--- src/rtl/soc_bus_pkg.sv ---
// soc_bus_pkg
//   Shared definitions for the SoC CPU bus: the address-region enum, the
//   base addresses of every mapped window and the default address widths.
//
//   Optional feature macro: SOC_BUS_RAND_EN
//     defined   -> the RANH/RANV random-number registers are mapped
//     undefined -> those addresses fall into the unmapped region
package soc_bus_pkg;

  localparam int RAM_AW_DEFAULT  = 12;
  localparam int VRAM_AW_DEFAULT = 16;

  // Upper halfword that selects the RAM and VRAM windows
  localparam logic [15:0] RAM_PAGE  = 16'h0000;
  localparam logic [15:0] VRAM_PAGE = 16'h0001;

  // Single-word peripheral registers
  localparam logic [31:0] KEY_ADDR  = 32'hFFFF_0000;
  localparam logic [31:0] MOVE_ADDR = 32'hFFFF_0004;
  localparam logic [31:0] RANH_ADDR = 32'hFFFF_0008;
  localparam logic [31:0] RANV_ADDR = 32'hFFFF_000C;

`ifdef SOC_BUS_RAND_EN
  localparam bit RAND_EN = 1'b1;
`else
  localparam bit RAND_EN = 1'b0;
`endif

  typedef enum logic [2:0] {
    REGION_RAM,
    REGION_VRAM,
    REGION_KEY,
    REGION_MOVE,
    REGION_RANH,
    REGION_RANV,
    REGION_NONE
  } region_t;

endpackage

--- src/rtl/soc_bus_decode.sv ---
// soc_bus_decode
//   Purely combinational address decoder: maps a CPU byte address onto the
//   bus region it belongs to.
//
//   Ports
//     cpu_address  in  32  CPU byte address
//     region       out     decoded region (REGION_NONE when unmapped)
//
//   Optional feature macro: SOC_BUS_RAND_EN (maps RANH/RANV when defined)
module soc_bus_decode
  import soc_bus_pkg::*;
(
  input  logic [31:0] cpu_address,
  output region_t     region
);

  // Window decodes take priority over the single-word registers; the two
  // never overlap, so the order only matters for readability.
  always_comb begin
    region = REGION_NONE;
    if (cpu_address[31:16] == RAM_PAGE) begin
      region = REGION_RAM;
    end else if (cpu_address[31:16] == VRAM_PAGE) begin
      region = REGION_VRAM;
    end else if (cpu_address == KEY_ADDR) begin
      region = REGION_KEY;
    end else if (cpu_address == MOVE_ADDR) begin
      region = REGION_MOVE;
    end else if (RAND_EN && (cpu_address == RANH_ADDR)) begin
      region = REGION_RANH;
    end else if (RAND_EN && (cpu_address == RANV_ADDR)) begin
      region = REGION_RANV;
    end
  end

endmodule

--- src/rtl/soc_bus.sv ---
// soc_bus
//   CPU-side bus fabric. Decodes the CPU address, drives the RAM/VRAM write
//   enables, generates one-cycle clear pulses for the keyboard and move timer
//   on writes, and returns read data one cycle after the address (matching
//   the block-RAM read latency).
//
//   Ports
//     mclk          in   1        single clock, rising edge
//     clr           in   1        synchronous active-high reset
//     mem_w         in   1        CPU write strobe
//     cpu_address   in   32       CPU byte address
//     cpu2bus       in   32       CPU write data
//     ram2bus       in   32       RAM read data
//     vram2bus      in   8        VRAM read data
//     key2bus       in   8        keyboard data
//     move2bus      in   1        move-timer flag
//     ran_h, ran_v  in   32       random-number sources
//     ram_w         out  1        RAM write enable (combinational)
//     vram_w        out  1        VRAM write enable (combinational)
//     key_w         out  1        keyboard clear pulse (registered)
//     move_w        out  1        move-timer clear pulse (registered)
//     bus2ram       out  32       RAM write data
//     bus2vram      out  8        VRAM write data
//     ram_address   out  RAM_AW   RAM word address
//     vram_address  out  VRAM_AW  VRAM byte address
//     bus2cpu       out  32       CPU read data
//
//   Optional feature macro: SOC_BUS_RAND_EN (maps ran_h/ran_v when defined)
module soc_bus
  import soc_bus_pkg::*;
#(
  parameter int RAM_AW  = RAM_AW_DEFAULT,
  parameter int VRAM_AW = VRAM_AW_DEFAULT
) (
  input  logic               mclk,
  input  logic               clr,
  input  logic               mem_w,
  input  logic [31:0]        cpu_address,
  input  logic [31:0]        cpu2bus,
  input  logic [31:0]        ram2bus,
  input  logic [7:0]         vram2bus,
  input  logic [7:0]         key2bus,
  input  logic               move2bus,
  input  logic [31:0]        ran_h,
  input  logic [31:0]        ran_v,
  output logic               ram_w,
  output logic               vram_w,
  output logic               key_w,
  output logic               move_w,
  output logic [31:0]        bus2ram,
  output logic [7:0]         bus2vram,
  output logic [RAM_AW-1:0]  ram_address,
  output logic [VRAM_AW-1:0] vram_address,
  output logic [31:0]        bus2cpu
);

  region_t region;
  region_t region_q;

  soc_bus_decode u_decode (
    .cpu_address (cpu_address),
    .region      (region)
  );

  // Addresses and write data pass straight through whatever the region, so
  // the memories see them even during reset.
  assign ram_address  = cpu_address[RAM_AW+1:2];
  assign vram_address = cpu_address[VRAM_AW-1:0];
  assign bus2ram      = cpu2bus;
  assign bus2vram     = cpu2bus[7:0];

  assign ram_w  = mem_w && (region == REGION_RAM);
  assign vram_w = mem_w && (region == REGION_VRAM);

  // Clear pulses follow the write by one edge; a held write keeps them high.
  always_ff @(posedge mclk) begin
    if (clr) begin
      key_w    <= 1'b0;
      move_w   <= 1'b0;
      region_q <= REGION_NONE;
    end else begin
      key_w    <= mem_w && (region == REGION_KEY);
      move_w   <= mem_w && (region == REGION_MOVE);
      region_q <= region;
    end
  end

  // Only the region is registered; peripheral data is taken live in the
  // cycle the registered region selects it.
  always_comb begin
    bus2cpu = 32'h0;
    case (region_q)
      REGION_RAM:  bus2cpu = ram2bus;
      REGION_VRAM: bus2cpu = {24'h0, vram2bus};
      REGION_KEY:  bus2cpu = {24'h0, key2bus};
      REGION_MOVE: bus2cpu = {31'h0, move2bus};
`ifdef SOC_BUS_RAND_EN
      REGION_RANH: bus2cpu = ran_h;
      REGION_RANV: bus2cpu = ran_v;
`endif
      default:     bus2cpu = 32'h0;
    endcase
  end

`ifndef SOC_BUS_RAND_EN
  // The random sources stay on the port list but are deliberately ignored.
  logic unused_rand;
  assign unused_rand = ^{ran_h, ran_v};
`endif

endmodule

--- config.mk ---
export PLATFORM = sky130hd
export DESIGN_NAME = soc_bus
export DESIGN_NICKNAME = d
export VERILOG_FILES = /design/src/rtl/soc_bus_pkg.sv /design/src/rtl/soc_bus_decode.sv /design/src/rtl/soc_bus.sv
export SDC_FILE = /design/constraint.sdc
export NUM_CORES = 1
export LEC_CHECK = 0
export ABC_AREA = 1
export ABC_CLOCK_PERIOD_IN_PS = 3100
export CORE_AREA = 2 2 111 113
export CTS_CLUSTER_DIAMETER = 40
export CTS_CLUSTER_SIZE = 14
export DETAILED_ROUTE_END_ITERATION = 7
export DIE_AREA = 0 0 113 115
export SLEW_MARGIN = 20
export SYNTH_ARGS = -nofsm -noshare
export SYNTH_HDL_FRONTEND = slang
export SYNTH_SLANG_ARGS = --single-unit
--- constraint.sdc ---
create_clock -name mclk -period 3.1 [get_ports mclk]
set_input_delay 0.775 -clock mclk [delete_from_list [all_inputs] [get_ports mclk]]
set_output_delay 0.775 -clock mclk [all_outputs]
set_load 0.1 [all_outputs]
==> summary.txt <==
status -> complete, but fails checks
failing checks -> DRC
min Tclk post-route -> 2.95 ns
Final Setup Violations -> 0
period utilization -> 95.1%
Hold WC Path Type -> primary input to flip-flop
Max Cap Viol -> 0
WHS Path Cells -> 2
Worst slew margin -> 77.6%
Overflow after GRT -> 0
# Post-CTS Setup Buffers -> 0
overall power -> 0.638 mW
initial antenna violation count -> 0
Max FO, Critical Path -> 4
Num Clock Sinks -> 5
detailed placement HPWL -> 4.49 mm
Die Y -> 115 um
Leak -> 1.42 nW
switching share of power -> 36.7%
first-pass GRT wire length -> 7.10 mm
syn_area_per_cell -> 5.34 um2
DR vias -> 1577
Num CTS Buffers -> 3
PostCTS Resize Cnt -> 0
Avg WL per Cell -> 10.4 um
Yosys cell types -> 15
Synth Flop Type -> dfxtp_1
WP data required -> 2.32 ns
Core Region -> 11800 um2
Worst setup EP type -> primary output
CTS tree -> built
gp weighted congestion -> 0.627
Yosys warning total -> 0
Post-synth top cells -> 68 x buf_4, 50 x nand2_1, 49 x nor2_1
CP max stage cell -> clkdlybuf4s50_1
vias in the first global route -> 1506
Peak VDD IR -> 131 uV
Root Driver -> clkbuf_16
largest net degree at the start of global routing -> 26
Syn Inst Count -> 240
CTS H-tree lvls -> 1
DRT antenna net count -> 0
share of cells above drive strength 1 -> 23.3%
# diodes -> 0
Combinational Power Share -> 57.2%
Synth Register Bits -> 5
Final Max Tran Viols -> 0
fillers -> 1258
worst slack at placement -> 0.119 ns
Via density -> 3.36
Storage cell area -> 100 um2
hold-fix buffers at CTS -> 0
Crit Path Class -> primary input to primary output
register area share after synthesis -> 7.81%
maximum clock rate -> 339 MHz
GR Util All Layers -> 6.72%
Seq pwr share -> 10.2%
std cell rows -> 40
RSZ-0062 raised after global routing -> false
Post-Syn Area -> 1280 um2
share of flip-flops with an asynchronous set or reset -> 0%
final worst slack -> 0.152 ns
Synth top area share -> 39.8%
Die W -> 113 um
Synth-to-Final Area Change -> 144%
Slowest Stage Delay on Critical Path -> 0.42 ns
fin util -> 26.5%
Initial Util -> 10.8%
top cells by area, synth -> buf_4 40%, nand2_1 15%, nor2_1 14%, inv_1 12%, dfxtp_1 7.8%
most frequent cell after synthesis -> buf_4
Yosys top cell by area -> buf_4
PwrDens -> 204 nW/um2
syn nets -> 420
P_sw -> 0.234 mW
first-pass iteration count of the detailed router -> 6
Clock power frac -> 32.7%
die area -> 13000 um2
drt initial violations -> 37
Post-synth EDFFs -> 0
Tightest Pin Transition -> 0.334 ns
I/O pins -> 284
Int Power -> 0.404 mW
clock-pin slew on the worst setup and hold paths -> 0.03 ns
clock buffer depth -> 2
CP Launch Type -> primary input
port bufs -> 147
CP cell instances -> clkdlybuf4s50_1, nor2_1, nand2_1, nor3_1, nand2_2, nor3_2, buf_12
final hold vios -> 0
CP arrival -> 2.17 ns
Multi-input gate area -> 509 um2
Post-route DRC -> 16
final net count -> 503
WL final -> 4.89 mm
## per-stage QoR
| stage | instance area (um2) | TNS, ns | instances | hold WS (ns) |
|---|---|---|---|---|
| floorplan | 1290 | -0.151 | 240 | 0.847 |
| global route | 3130 | 0 | 469 | 1.18 |
| CTS | 3130 | 0 | 469 | 1.17 |
| global placement | 3050 | 0 | 465 | 1.29 |
| finish | 3130 | 0 | 469 | 1.17 |
| detailed placement | 3050 | 0 | 465 | 1.28 |
## layout by cell type (no fill, tap or decap), types with 2 or more instances in the layout
cell             count
nor3_1               2
dfxtp_1              5
nand2_1             50
clkbuf_16            3
nand2_2              2
inv_1               42
nand3_1             13
nor2_1              48
buf_4                3
buf_12              62
nor3_2               2
clkdlybuf4s50_1     83
## registers in the layout, summed over array words and instances, names as in the netlist
signal	flops
move_w	1
key_w	1
region_q	3
## power by group through the flow
stage / Combinational (mW) / Clock (mW) / Sequential, mW
6_report: 0.365 / 0.209 / 0.0648
5_1_grt: 0.378 / 0.216 / 0.0647
4_1_cts: 0.368 / 0.211 / 0.0648
3_5_place_dp: 0.367 / 0 / 0.0657
3_3_place_gp: 0.364 / 0 / 0.0657
2_1_floorplan: 0.433 / 0 / 0.0657
## worst max-delay path: cells and delay by family
kind	cells	cell delay, ns
AND/OR/NAND/NOR	5	0.77
buffers and inverters	2	0.63
## path summary, 6_finish.rpt
check,to,startpoint
setup / recovery,vram_w,cpu_address[22]
hold / removal,region_q[0]$_SDFF_PP0_,clr
## layer usage
metal / wire (um) / GRT usage (%) / share of wire [%]
met5: 0 / 0 / 0
met4: 0 / 1.06 / 0
met3: 764 / 3.95 / 16
met2: 2380 / 12.0 / 49
met1: 1740 / 7.00 / 36
## layout make-up
cell class | instances | share of cell area [%]
multi-input combinational | 122 | 16.3
sequential | 5 | 3.20
tap | 147 | 5.88
timing repair buffer | 148 | 67.0
inverter | 43 | 5.16
clock buffer | 4 | 2.52
## cells by family (layout without fill, tap and decap cells)
logic type      count (synthesis)  count (layout)  synth area share, %
simple gates                  120             120                 38.2
buf+inv                       113             195                 53.0
flops                           5               5                 7.81
compound gates                  2               2                0.976
No activity file was read; power rests on OpenSTA's default activity.
